`src/rtl/nibble_serial_adder_pkg.sv`:
```
// Shared definitions for the nibble-serial adder: FSM states, slice width
// and the nibble counter sizing helper.
package nibble_serial_adder_pkg;

    typedef enum logic [1:0] {
        IDLE = 2'd0,
        RUN  = 2'd1,
        DONE = 2'd2
    } state_t;

    localparam int NIBBLE_W = 4;

    // Counter must index WIDTH/4 nibbles; never narrower than one bit.
    function automatic int cnt_width(input int width);
        int n;
        n = width / NIBBLE_W;
        return (n <= 1) ? 1 : $clog2(n);
    endfunction

endpackage

```
`src/rtl/nibble_serial_adder_cla.sv`:
```
// 4-bit carry-lookahead adder, purely combinational. Carries are expanded
// from generate/propagate terms rather than rippled.
module nibble_serial_adder_cla
    import nibble_serial_adder_pkg::*;
(
    input  logic [NIBBLE_W-1:0] a,
    input  logic [NIBBLE_W-1:0] b,
    input  logic                cin,
    output logic [NIBBLE_W-1:0] s,
    output logic                cout
);

    logic [NIBBLE_W-1:0] g;
    logic [NIBBLE_W-1:0] p;
    logic [NIBBLE_W:0]   c;

    assign g = a & b;
    assign p = a ^ b;

    // Lookahead carry equations, each carry from g/p and cin only.
    always_comb begin
        c[0] = cin;
        c[1] = g[0] | (p[0] & cin);
        c[2] = g[1] | (p[1] & g[0]) | (p[1] & p[0] & cin);
        c[3] = g[2] | (p[2] & g[1]) | (p[2] & p[1] & g[0])
             | (p[2] & p[1] & p[0] & cin);
        c[4] = g[3] | (p[3] & g[2]) | (p[3] & p[2] & g[1])
             | (p[3] & p[2] & p[1] & g[0]) | (p[3] & p[2] & p[1] & p[0] & cin);
    end

    for (genvar gi = 0; gi < NIBBLE_W; gi++) begin : g_sum
        assign s[gi] = p[gi] ^ c[gi];
    end

    assign cout = c[NIBBLE_W];

endmodule

```
`src/rtl/nibble_serial_adder.sv`:
```
// Multi-cycle WIDTH-bit adder: operands are accepted whole, then pushed
// through a single 4-bit CLA one nibble per cycle, LSB nibble first, with
// the carry held in a register between slices.
module nibble_serial_adder
    import nibble_serial_adder_pkg::*;
#(
    parameter int WIDTH = 16
) (
    input  logic             clk,
    input  logic             rst,
    input  logic             in_valid,
    output logic             in_ready,
    input  logic [WIDTH-1:0] a,
    input  logic [WIDTH-1:0] b,
    input  logic             cin,
    output logic             out_valid,
    input  logic             out_ready,
    output logic [WIDTH-1:0] sum,
    output logic             cout,
    output logic             ovf
);

    localparam int NIBBLES = WIDTH / NIBBLE_W;
    localparam int CNT_W   = cnt_width(WIDTH);
    localparam logic [CNT_W-1:0] LAST_CNT = CNT_W'(NIBBLES - 1);

    if ((WIDTH % NIBBLE_W) != 0 || WIDTH < NIBBLE_W) begin : g_bad_width
        $error("nibble_serial_adder: WIDTH must be a multiple of 4 and >= 4");
    end

    state_t            state_reg;
    logic [WIDTH-1:0]  a_sh_reg;
    logic [WIDTH-1:0]  b_sh_reg;
    logic [WIDTH-1:0]  sum_sh_reg;
    logic              carry_reg;
    logic              sign_a_reg;
    logic              sign_b_reg;
    logic [CNT_W-1:0]  cnt_reg;
    logic              out_valid_reg;
    logic              ovf_reg;

    logic [NIBBLE_W-1:0] cla_s;
    logic                cla_cout;
    logic [WIDTH-1:0]    sum_next;
    logic                accept;

    nibble_serial_adder_cla u_cla (
        .a    (a_sh_reg[NIBBLE_W-1:0]),
        .b    (b_sh_reg[NIBBLE_W-1:0]),
        .cin  (carry_reg),
        .s    (cla_s),
        .cout (cla_cout)
    );

    // Ready is combinational on out_ready so a result can be drained and a
    // new operation accepted in the same cycle.
    assign in_ready = (state_reg == IDLE) || ((state_reg == DONE) && out_ready);
    assign accept   = in_valid && in_ready;

    // New slice enters at the top; after NIBBLES shifts the first slice sits
    // at bit 0. Width casts keep this valid for WIDTH == 4.
    assign sum_next = (sum_sh_reg >> NIBBLE_W) | (WIDTH'(cla_s) << (WIDTH - NIBBLE_W));

    // Control FSM plus all datapath registers.
    always_ff @(posedge clk or posedge rst) begin
        if (rst) begin
            state_reg     <= IDLE;
            a_sh_reg      <= '0;
            b_sh_reg      <= '0;
            sum_sh_reg    <= '0;
            carry_reg     <= 1'b0;
            sign_a_reg    <= 1'b0;
            sign_b_reg    <= 1'b0;
            cnt_reg       <= '0;
            out_valid_reg <= 1'b0;
            ovf_reg       <= 1'b0;
        end else if (accept) begin
            a_sh_reg      <= a;
            b_sh_reg      <= b;
            carry_reg     <= cin;
            sign_a_reg    <= a[WIDTH-1];
            sign_b_reg    <= b[WIDTH-1];
            cnt_reg       <= '0;
            out_valid_reg <= 1'b0;
            state_reg     <= RUN;
        end else begin
            case (state_reg)
                RUN: begin
                    a_sh_reg   <= a_sh_reg >> NIBBLE_W;
                    b_sh_reg   <= b_sh_reg >> NIBBLE_W;
                    sum_sh_reg <= sum_next;
                    carry_reg  <= cla_cout;
                    cnt_reg    <= cnt_reg + CNT_W'(1);
                    if (cnt_reg == LAST_CNT) begin
                        // Final slice produces the sum MSB, so overflow is
                        // decided here from the captured operand signs.
                        ovf_reg       <= (sign_a_reg == sign_b_reg) && (cla_s[NIBBLE_W-1] != sign_a_reg);
                        out_valid_reg <= 1'b1;
                        state_reg     <= DONE;
                    end
                end
                DONE: begin
                    if (out_ready) begin
                        out_valid_reg <= 1'b0;
                        state_reg     <= IDLE;
                    end
                end
                default: state_reg <= IDLE;
            endcase
        end
    end

    assign out_valid = out_valid_reg;
    assign sum       = sum_sh_reg;
    assign cout      = carry_reg;
    assign ovf       = ovf_reg;

endmodule

```
`config.mk`:
```
export PLATFORM = sky130hd
export DESIGN_NAME = nibble_serial_adder
export DESIGN_NICKNAME = d
export VERILOG_FILES = /design/src/rtl/nibble_serial_adder_pkg.sv /design/src/rtl/nibble_serial_adder_cla.sv /design/src/rtl/nibble_serial_adder.sv
export SDC_FILE = /design/constraint.sdc
export NUM_CORES = 1
export LEC_CHECK = 0
export BUFFER_PORTS_ARGS = -buffer_cell sky130_fd_sc_hd__buf_2
export CAP_MARGIN = 40
export CORE_UTILIZATION = 53
export DETAILED_ROUTE_END_ITERATION = 6
export PLACE_DENSITY = 0.78
export SLEW_MARGIN = 20
export SYNTH_ARGS = -nofsm -noshare
export SYNTH_HDL_FRONTEND = slang
export SYNTH_SLANG_ARGS = --single-unit
export TNS_END_PERCENT = 1
```
`constraint.sdc`:
```
create_clock -name clk -period 2.3 [get_ports clk]
set_clock_uncertainty 0.1 [all_clocks]
set_input_delay 0.46 -clock clk [delete_from_list [all_inputs] [get_ports clk]]
set_output_delay 0.46 -clock clk [all_outputs]
set_load 0.01 [all_outputs]
```
== After elaboration in Yosys (flattened, before gate mapping) ==
Index checks and enable logic that the tools add are counted.
Cells by class
  $lt $le $gt $ge: 0
  shifts and indexed selects: 0
  reduce and logical (&&, ||, !) cells: 11
  bitwise gates (word level): 34
  div/mod/pow operators: 0
  eq/ne operators: 7
  add/subtract/negate cells: 1
  multipliers: 0
  muxes and demuxes: 16
Operators by type and width (count)
  2-to-1 mux 16 bit: 4
  AND 1 bit: 16
  bitwise OR 12 x 16 -> 16 bit: 1
  2-to-1 mux 2 bit: 5
  bitwise OR 1 bit: 10
  inequality test 3 bit (second input constant): 2
  AND reduction 3 bit: 2
  2-to-1 mux 1 bit: 5
  AND 4 bit: 1
  == test 2 bit (second input constant): 2
  one-hot mux 2 bit (2 select lines): 1
  AND reduction 2 bit: 2
  bitwise XOR 1 bit: 4
  bitwise XOR 4 bit: 1
  logical AND 1 bit: 3
  nonzero test 3 bit: 1
  adder 2 x 1 -> 2 bit (second input constant): 1
  == test 2 x 1 -> 1 bit (second input constant): 1
  logical NOT 2 bit: 1
  one-hot mux 1 bit (2 select lines): 1
  nonzero test 2 bit: 1
  == test 1 bit: 1
  logical OR 1 bit: 1
  inequality test 1 bit: 1
  NOT 1 bit: 1
Storage, ports and cells
  output and inout port bits: 20
  word-level logic and storage cells: 79
  latch bits: 0
  RAM bits: 0
  memories kept: 0
  memory bits (read-only): 0
  flip-flop bits (word level): 57

== Logic depth before layout (Yosys ltp) ==
Gate-level depths: netlist of the first run.
  depth in word-level cells: 8
  gate-level depth with buffers: 6

== Modules after synthesis ==
A second synthesis of the first run with hierarchy kept.
Unflattened totals
  cells, all modules: 244
  area total of the unflattened synthesis: 2596.2 µm²
Modules (own cells, without submodules)
  nibble_serial_adder: instances 1, cells each 224, sequential area each 1426.4 µm², area each 2424.8 µm²
  nibble_serial_adder_cla: instances 1, cells each 20, sequential area each 0.0 µm², area each 171.4 µm²

== Worst setup path after synthesis of the first run ==
OpenSTA, ideal clock, no wires.
  path kind: flip-flop to flip-flop
  start: register a_sh_reg[1]
  end: register ovf_reg (netlist: ovf)
  path slack: 481 ps
  path buffers: 0
  arrival time: 1651 ps
  period minus slack after synthesis: 1819 ps
  stages on the path, launching flop included: 6
  path through: dfrtp_1 ha_1 and3_4 a221o_1 or3_1 nand3_1
On the way
  longest elaborated chain between the ends: 8
  elaborated cells on any way between the ends: 13
  classes of those cells: eq/ne: 1; bitwise: 11; reduce/logical: 1
RTL lines
  from (decl): RTL line nibble_serial_adder.sv:32  | logic [WIDTH-1:0] a_sh_reg;
  from (signal assigned): RTL line nibble_serial_adder.sv:89  | a_sh_reg <= a_sh_reg >> NIBBLE_W;
  AND 4 bit or bitwise XOR 4 bit (tied branches): RTL line nibble_serial_adder_cla.sv:17, nibble_serial_adder_cla.sv:18
  AND 1 bit (on tied branches): RTL line nibble_serial_adder_cla.sv:25, nibble_serial_adder_cla.sv:26
  bitwise OR 1 bit, or another cell as far along: RTL line nibble_serial_adder_cla.sv:25  | c[3] = g[2] | (p[2] & g[1]) | (p[2] & p[1] & g[0])
  bitwise OR 1 bit or AND 1 bit (tied branches): RTL line nibble_serial_adder_cla.sv:25, nibble_serial_adder_cla.sv:26
  bitwise OR 1 bit (*): RTL line nibble_serial_adder_cla.sv:26  | | (p[2] & p[1] & p[0] & cin);
  bitwise XOR 1 bit (*): RTL line nibble_serial_adder_cla.sv:32  | assign s[gi] = p[gi] ^ c[gi];
  inequality test 1 bit (*): RTL line nibble_serial_adder.sv:97  | ovf_reg <= (sign_a_reg == sign_b_reg) && (cla_s[NIBBLE_W-1] != sign_a_reg);
  logical AND 1 bit (*): RTL line nibble_serial_adder.sv:97
  to (signal assigned): RTL line nibble_serial_adder.sv:97
  to (decl): RTL line nibble_serial_adder.sv:40  | logic ovf_reg;
Mark *: on every way between the ends. The rest lies on a longest branch, timed or not.
A chain may end at the register's enable or synchronous reset.

== Final worst setup path of the first run ==
Ends and elaborated chain as after synthesis.

==> results of run 1 <==
==> power by group through the flow <==
stage	sequential [mW]	clock (mW)	combinational, mW
2_1_floorplan	1.78	0	1.26
3_3_place_gp	1.75	0	1.80
3_5_place_dp	1.77	0	1.84
4_1_cts	1.76	0.817	1.85
5_1_grt	1.82	0.858	2.10
6_report	1.75	0.796	1.82
==> per-layer routing <==
metal | global-route usage [%] | part of all wire (%)
met1 | 27.6 | 43
met4 | 10.7 | 2.2
met2 | 35.9 | 49
met5 | 0 | 0
met3 | 7.94 | 5.9
==> kinds of logic (layout without fill, tap and decap cells) <==
group / count (synthesis) / after routing
multiplexers: 2 / 2
XOR/XNOR: 1 / 1
buffers and inverters: 19 / 82
AND/OR/NAND/NOR: 121 / 121
adder cells (fa/ha/maj): 6 / 6
flip-flops: 57 / 57
AO/OA/AOI/OAI: 54 / 54
==> area by class of cell <==
cell class / count / area, um^2
Clock buffer: 14 / 163
Inverter: 6 / 22.5
Fill cell: 374 / 1420
Multi-Input combinational cell: 184 / 966
Timing Repair Buffer: 62 / 350
Tap cell: 52 / 65.1
Sequential cell: 57 / 1430
==> final timing paths <==
check	startpoint	end	cells past startpoint
max in group asynchronous	rst	a_sh_reg[12]$_DFFE_PP0P_	3
setup reg to reg	a_sh_reg[1]$_DFFE_PP0P_	ovf$_DFFE_PP0P_	5
min in group clk	a[14]	a_sh_reg[14]$_DFFE_PP0P_	3
setup / recovery	a_sh_reg[1]$_DFFE_PP0P_	ovf$_DFFE_PP0P_	5
hold reg to reg	sum[3]$_DFFE_PP0P_	sum[3]$_DFFE_PP0P_	2
hold / removal	rst	cnt_reg[0]$_DFFE_PP0P_	3
==> Yosys cell counts, types with 2 or more instances <==
| master | count |
|---|---|
| mux2_2 | 2 |
| or3_1 | 2 |
| dfrtp_1 | 57 |
| inv_1 | 6 |
| a22oi_1 | 25 |
| o21ai_0 | 18 |
| buf_2 | 6 |
| and3_1 | 2 |
| clkbuf_1 | 7 |
| nand2_1 | 107 |
| a22o_1 | 2 |
| ha_1 | 5 |
| a211oi_1 | 2 |
| nor2_1 | 5 |
==> worst reg2reg max path, cell delays in order, from the launching register on <==
cell,delay [ns]
dfrtp_1,0.38
ha_1,0.35
and3_4,0.20
a221o_1,0.36
or3_1,0.38
nand3_1,0.08
==> through the flow <==
step | setup slack (ns) | utilization (%) | hold WS [ns] | power (mW)
4_1_cts | 0.385 | 67.8 | 0.0769 | 4.43
2_1_floorplan | 0.340 | - | 0.346 | 3.04
3_5_place_dp | 0.401 | 64.1 | 0.357 | 3.61
3_3_place_gp | 0.448 | 64.1 | 0.354 | 3.55
5_1_grt | 0.323 | 67.8 | 0.103 | 4.77
6_report | 0.386 | 67.8 | 0.0533 | 4.37
==> flow_summary.ini, run 1 <==
[clock_network]
insertion_delay_ns = 0.34
hold_buffers = 0
clk_pin_slew_worst_paths_ns = 0.06
cts_root_buf = clkbuf_8
clock_sinks = 57
cts_setup_buffers = 0
tritoncts = done
clock_tree.buffer_depth = 2
cts_made_buffers = 9
htree_levels = 3
cts_resized = 0

[drt]
ant_nets = 0
drt-total-wl_mm = 4.87
drt_first_iter_violations = 106
vias_per_cell = 5.33
drc = 0
vias = 2000
dr.pass1.iters = 4
drt-wirelength-per-cell_um = 13.0

[logic_synthesis]
synth_area_mm2 = 0.00247
synth_xor_area_share_pct = 0.355
synthAdderAreaFrac_pct = 3.35
ys_warn_count = 0
avgSynthCellArea_um2 = 9.49
synth.mux.area_fraction_pct = 0.912
synth_compound_area_share_pct = 14.9
synth_flop_cell = dfrtp_1
async_flop_share_pct = 100
ys_types = 28
ys_seq_area_share_pct = 57.8
synth_top_area_share_pct = 57.8
synth_nets = 303
synth_top_family_by_area = simple AND/OR/NAND/NOR gates
ys_ff_latch = 57
synth_edf_count = 0
yosysTopAreaCell = dfrtp_1
synthesis.instances = 260
post_synth_main_area_contributors = dfrtp_1, nand2_1, a22oi_1, o21ai_0, ha_1
yosys.area_share.simple_pct = 19.5

[placement]
hpwl_mm = 3.22
dp.cells = 361
gp_congestion = 0.770
io_buffer_count = 56
post_dp_cell_area_mm2 = 0.00283

[power]
power_frac_seq_pct = 40.1
power.density_mw_per_mm2 = 1460
p_comb_share_pct = 41.7
sw_frac_of_total_pct = 39.4
p_clk_share_pct = 18.2
switchingPower_mw = 1.72
p_leak_nw = 1.58
p_int_mw = 2.65
vdd_ir_drop_max_mv = 0.605

[cells_and_area]
layout_commonest_cell = nand2_1
area_delta_synth_final_pct = 21.2
stdcell_count = 375
final_cell_area_mm2 = 0.00299
fin_nets = 363
insertedDiodeCount = 0
drive_above_1_share_pct = 24.5
layout_common_cells = nand2_1, dfrtp_1, buf_2

[timing]
setup_viol = 0
rsz0062_at_grt = false
hold_viol = 0
period_needed_ns = 1.91
slew_viol_final = 0
finalSetupTns_ns = 0
finalCritPeriodShare_pct = 83.2
tightest_slew_ns = 0.569
fmax_mhz = 522
slew_headroom_pct = 62.0

[grt]
track_usage_pct = 22.6
grt_remaining_overflow = 0
grt_max_degree = 58
first_global_vias = 1988
antenna_found_initial = 0
grt_pass1_wl_mm = 8.52

[setup_path]
arrival_ns = 2.09
crit_slowest_cell = dfrtp_1
cp.required_ns = 2.48
timing.critical_path.buf_inv = 0
r2r_slack_ns = 0.39
end_kind = flop
crit_fanout = 4
crit_type = reg2reg
crit_chain = ha_1, and3_4, a221o_1, or3_1, nand3_1
start_kind = flop
cp_slowest_stage_delay_ns = 0.38
critPathTopFamily = simple AND/OR/NAND/NOR gates

[die]
start_util_pct = 55.9
chipHeight_um = 70.2
die_area_mm2 = 0.00493
rows = 24
core_mm2 = 0.00441
die_w_um = 70.2
io_pins = 57

[worst_hold_path]
hold_class = in2async

[job]
cap_violations = 0

[outcome]
status = finished, final reports clean
(Power assumes the default switching activity.)
==> run 2, diff against run 1 <==
==> constraint.sdc (replaced) <==
create_clock -name clk -period 2 [get_ports clk]
set_clock_uncertainty 0.1 [all_clocks]
set_input_delay 0.4 -clock clk [delete_from_list [all_inputs] [get_ports clk]]
set_output_delay 0.4 -clock clk [all_outputs]
set_load 0.01 [all_outputs]
==> run 2 against run 1 <==
  * Register-to-register slack got worse by 0.29 ns
  * Largest cell class unchanged
  * Sequential share of layout area fell by 0.86 points
  * Worst setup slack got worse by 0.29 ns
  * Clock power rose by 27%
  * Combinational power rose by 19%
  * Non-clock buffer count rose by 3
  * Highest routed layer unchanged
  * Maximum frequency rose by 0.29%
  * Final area rose by 1.8%
  * Power rose by 18%
  * Worst hold slack improved by 0.13 ns
==> flow_summary.ini, run 2 (synthesis gave the netlist of run 1 again) <==
[power]
p_clk_share_pct = 19.5
p_int_mw = 3.15
switchingPower_mw = 2.03
power_mw = 5.18
power_frac_seq_pct = 38.8
p_comb_share_pct = 41.7
vdd_ir_drop_max_mv = 0.784
p_leak_nw = 1.62
power.density_mw_per_mm2 = 1700
sw_frac_of_total_pct = 39.2

[die]
io_pins = 57
rows = 24
start_util_pct = 55.9
die_area_mm2 = 0.00493
core_mm2 = 0.00441
die_w_um = 70.2
chipHeight_um = 70.2

[clock_network]
cts_setup_buffers = 0
tritoncts = done
cts_made_buffers = 9
insertion_delay_ns = 0.32
cts_resized = 0
clk_pin_slew_worst_paths_ns = 0.06
cts_root_buf = clkbuf_8
clock_tree.buffer_depth = 2
clock_sinks = 57
hold_buffers = 1
htree_levels = 3

[timing]
fmax_mhz = 524
slew_headroom_pct = 70.7
slew_viol_final = 0
tightest_slew_ns = 0.439
finalCritPeriodShare_pct = 95.4
setup_viol = 0
finalSetupTns_ns = 0
period_needed_ns = 1.91
hold_viol = 0
rsz0062_at_grt = false

[job]
cap_violations = 0

[cells_and_area]
final-seq-area_mm2 = 0.00143
layout_commonest_cell = nand2_1
final_cell_area_mm2 = 0.00305
area_delta_synth_final_pct = 23.5
drive_above_1_share_pct = 25.9
fin_nets = 366
insertedDiodeCount = 0
layout_common_cells = nand2_1, dfrtp_1, buf_2
fill_cells = 375
multi_input_area_um2 = 966

[drt]
drt-total-wl_mm = 4.96
dr.pass1.iters = 4
vias = 2012
drt_first_iter_violations = 144
ant_nets = 0
drt-wirelength-per-cell_um = 13.1
drc = 0
vias_per_cell = 5.29

[grt]
first_global_vias = 1979
grt_util_met2_pct = 37.7
grt_remaining_overflow = 0
busiest_layer = met2
grtUsageMet3_pct = 6.93
grt_util_met1_pct = 28.5
grt_pass1_wl_mm = 8.67
track_usage_pct = 22.9
grt_max_degree = 44
antenna_found_initial = 0

[placement]
hpwl_mm = 3.37
gp_congestion = 0.766
io_buffer_count = 56
post_dp_cell_area_mm2 = 0.00285

[setup_path]
end_kind = flop
r2r_cells = 5
crit_fanout = 4
start_kind = flop
cp.required_ns = 2.16
arrival_ns = 2.07
crit_type = reg2reg

[worst_hold_path]
hold_depth = 3
hold_class = in2reg

[outcome]
status = finished, final reports clean
-- run 2: final timing paths --
path | startpoint | slack (ns) | end
worst max-delay path | a_sh_reg[1]$_DFFE_PP0P_ | 0.09 | ovf$_DFFE_PP0P_
worst min-delay path | a[14] | 0.18 | a_sh_reg[14]$_DFFE_PP0P_
worst max register to register | a_sh_reg[1]$_DFFE_PP0P_ | 0.09 | ovf$_DFFE_PP0P_
worst min register to register | sum[3]$_DFFE_PP0P_ | 0.37 | sum[3]$_DFFE_PP0P_
max in group asynchronous | rst | 0.76 | state_reg[1]$_DFFE_PP0P_
min in group asynchronous | rst | 0.52 | state_reg[0]$_DFFE_PP0P_
-- run 2: layout make-up --
cell class | count | area share (%)
inverter | 6 | 0.739
multi-input combinational | 184 | 31.7
clock inverter | 2 | 0.328
clock buffer | 14 | 5.99
timing repair buffer | 65 | 12.3
tap | 52 | 2.13
sequential | 57 | 46.8
-- run 2: metal layers --
layer  wire length, um  part of all wire, %
met5                 0                    0
met4                10                 0.20
met3               248                  5.0
met2              2460                   50
met1              2240                   45
-- run 2: power by group through the flow --
| stage | combinational [mW] | clock [mW] | sequential [mW] |
|---|---|---|---|
| finish | 2.16 | 1.01 | 2.01 |
| global route | 2.46 | 1.08 | 2.08 |
| CTS | 2.18 | 1.03 | 2.01 |
| detailed placement | 2.16 | 0 | 2.03 |
| global placement | 2.09 | 0 | 2.01 |
| floorplan | 1.45 | 0 | 2.05 |
-- run 2: per-stage QoR --
stage	std cells	worst slack (ns)	hold slack, ns	util [%]
floorplan	260	0.100	0.346	-
global placement	363	0.144	0.327	64.5
detailed placement	363	0.111	0.338	64.5
CTS	380	0.0906	0.168	69.0
global route	380	0.0120	0.170	69.0
finish	380	0.0916	0.180	69.0
-- run 2: worst max-delay path: stages (launching register included) --
cell,delay (ns)
dfrtp_1,0.38
ha_1,0.36
and3_4,0.20
a221o_1,0.35
or3_1,0.38
nand3_1,0.08
==> run 3, diff against run 2 <==
--- a/config.mk
+++ b/config.mk
@@ -5,11 +5,12 @@
 export SDC_FILE = /design/constraint.sdc
 export NUM_CORES = 1
 export LEC_CHECK = 0
+export ABC_AREA = 1
 export BUFFER_PORTS_ARGS = -buffer_cell sky130_fd_sc_hd__buf_2
 export CAP_MARGIN = 40
 export CORE_UTILIZATION = 53
 export DETAILED_ROUTE_END_ITERATION = 6
-export PLACE_DENSITY = 0.78
+export PLACE_DENSITY = 0.77
 export SLEW_MARGIN = 20
 export SYNTH_ARGS = -nofsm -noshare
 export SYNTH_HDL_FRONTEND = slang
==> run 3 against run 2 <==
  * Clock-buffer cell count unchanged
  * Clock power about the same
  * Worst hold slack got worse by 0.17 ns
  * Cell count increased by 1.6%
  * Maximum frequency increased by 9.3%
  * Utilization decreased by 3.2 points
  * Worst setup slack improved by 0.16 ns
  * Die area increased by 4.4%
  * Sequential share of layout area decreased by 0.64 points
==> flow_summary.ini, run 3 <==
[logic_synthesis]
synth_common_cells = nand2_1, dfrtp_1, inv_1, o21ai_0, o221ai_1
ys_seq_area_share_pct = 55.3
avgSynthCellArea_um2 = 9.70
post_synth_main_area_contributors = dfrtp_1, nand2_1, inv_1, o221ai_1, o21ai_0
synth_flop_cell = dfrtp_1
yosysMostFrequentCell = nand2_1
synth_edf_count = 0
synth_area_mm2 = 0.00258
ys_types = 27
ys_warn_count = 0
synth_top_area_share_pct = 55.3
synth_nets = 309
synthesis.instances = 266
async_flop_share_pct = 100
ys_ff_latch = 57
yosysTopAreaCell = dfrtp_1

[die]
die_area_mm2 = 0.00515
core_mm2 = 0.00469
rows = 25
io_pins = 57
die_w_um = 71.8
start_util_pct = 55.0
chipHeight_um = 71.8

[clock_network]
cts_root_buf = clkbuf_8
tritoncts = done
cts_setup_buffers = 0
insertion_delay_ns = 0.32
clk_pin_slew_worst_paths_ns = 0.06
clock_tree.buffer_depth = 2
hold_buffers = 0
cts_resized = 0
cts_made_buffers = 9
htree_levels = 3
clock_sinks = 57

[drt]
routed.top_layer = met4
dr.pass1.iters = 4
drt-total-wl_mm = 4.78
wl_met3_um = 252
drt-wirelength-per-cell_um = 12.4
drt_first_iter_violations = 102
vias_per_cell = 5.09
ant_nets = 0
wl_met1_mm = 2.21
drc = 0
route.met2.wl_mm = 2.28
vias = 1964

[power]
p_leak_nw = 1.59
vdd_ir_drop_max_mv = 0.699
power.density_mw_per_mm2 = 1700

[cells_and_area]
final_core_util_pct = 65.9
fin_nets = 370
final-seq-area_mm2 = 0.00143
final_cell_area_mm2 = 0.00309
stdcell_count = 386
drive_above_1_share_pct = 27.1
insertedDiodeCount = 0
layout_common_cells = nand2_1, dfrtp_1, buf_2
fill_cells = 413
layout_commonest_cell = nand2_1
multi_input_area_um2 = 897
area_delta_synth_final_pct = 19.7

[timing]
finalCritPeriodShare_pct = 87.3
tightest_slew_ns = 0.519
hold_viol = 0
setup_viol = 0
fmax_mhz = 573
hold_slack_ns = 0.00578
slew_headroom_pct = 65.3
rsz0062_at_grt = false
slew_viol_final = 0
finalSetupTns_ns = 0
period_needed_ns = 1.75

[setup_path]
timing.critical_path.buf_inv = 1
crit_fanout = 4
cpMostUsedCell = nand2_1
r2r_end = cout$_DFFE_PP0P_
crit_slowest_cell = dfrtp_1
r2r_slack_ns = 0.25
crit_chain = ha_1, or2_2, nand2_1, nand2_1, nand2_1, inv_1, o21ai_0, nand3_1
cp.required_ns = 2.11
start_kind = flop
critPathTopFamily = simple AND/OR/NAND/NOR gates
crit_type = reg2reg
r2r_cells = 8
end_kind = flop
cp_slowest_stage_delay_ns = 0.38
arrival_ns = 1.85
worstReg2RegStart = a_sh_reg[2]$_DFFE_PP0P_

[placement]
dp.cells = 370
io_buffer_count = 56
gp_congestion = 0.791
post_dp_cell_area_mm2 = 0.00290
hpwl_mm = 3.35

[grt]
antenna_found_initial = 0
first_global_vias = 1932
track_usage_pct = 21.7
grt_pass1_wl_mm = 8.33
grt_remaining_overflow = 0
grt_max_degree = 35

[worst_hold_path]
hold_class = in2async

[outcome]
status = finished, final reports clean

[job]
cap_violations = 0
## run 3: layer usage
metal | global-route usage [%] | up-vias
li1 | - | 992
met2 | 35.4 | 57
met5 | 0 | -
met1 | 26.7 | 913
met3 | 5.77 | 2
met4 | 11.1 | 0
## run 3: logic make-up (layout without fill, tap and decap cells)
kind of cell,after synthesis,in the layout,share of synthesized area (%)
and+or+nand+nor,94,94,16.5
adders and majority gates,6,6,3.20
xor gates and xnor gates,1,1,0.339
AOI/OAI and AO/OA,53,53,14.7
DFF,57,57,55.3
buffers and inverters,55,121,9.98
## run 3: worst max path at each step
stage / startpoint / to / slack (ns) / cells past startpoint
6_report: a_sh_reg[2]$_DFFE_PP0P_ / cout$_DFFE_PP0P_ / 0.25 / 8
5_1_grt: a_sh_reg[2]$_DFFE_PP0P_ / cout$_DFFE_PP0P_ / 0.13 / 8
4_1_cts: a_sh_reg[2]$_DFFE_PP0P_ / cout$_DFFE_PP0P_ / 0.25 / 8
3_5_place_dp: a_sh_reg[2]$_DFFE_PP0P_ / cout$_DFFE_PP0P_ / 0.26 / 8
3_3_place_gp: a_sh_reg[2]$_DFFE_PP0P_ / cout$_DFFE_PP0P_ / 0.31 / 8
2_1_floorplan: rst / a_sh_reg[0]$_DFFE_PP0P_ / 0.10 / 1
## run 3: layout make-up
class / instances / share of cell area, %
clock buffers: 14 / 5.91
clock inverters: 2 / 0.324
inverters: 45 / 5.55
multi-input cells: 154 / 29.0
flip-flops and latches: 57 / 46.2
well taps: 54 / 2.19
repair buffers: 60 / 10.9
## run 3: stage by stage
| stage | power, mW | setup WS, ns |
|---|---|---|
| 2_1_floorplan | 3.76 | 0.100 |
| 4_1_cts | 5.32 | 0.248 |
| 3_5_place_dp | 4.28 | 0.260 |
| 5_1_grt | 5.74 | 0.126 |
| 3_3_place_gp | 4.18 | 0.305 |
| 6_report | 5.24 | 0.254 |
## run 3: power by group
part	internal (mW)	switching, mW
logic	0.880	1.43
clock network	0.581	0.415
registers	1.69	0.245
## run 3: worst register-to-register path: cells and delay by family, from the launching register on
kind / cells / cell delay (ns)
adders and majority gates: 1 / 0.34
and+or+nand+nor: 5 / 0.65
AOI/OAI and AO/OA: 1 / 0.13
buffers and inverters: 1 / 0.04
DFF: 1 / 0.38
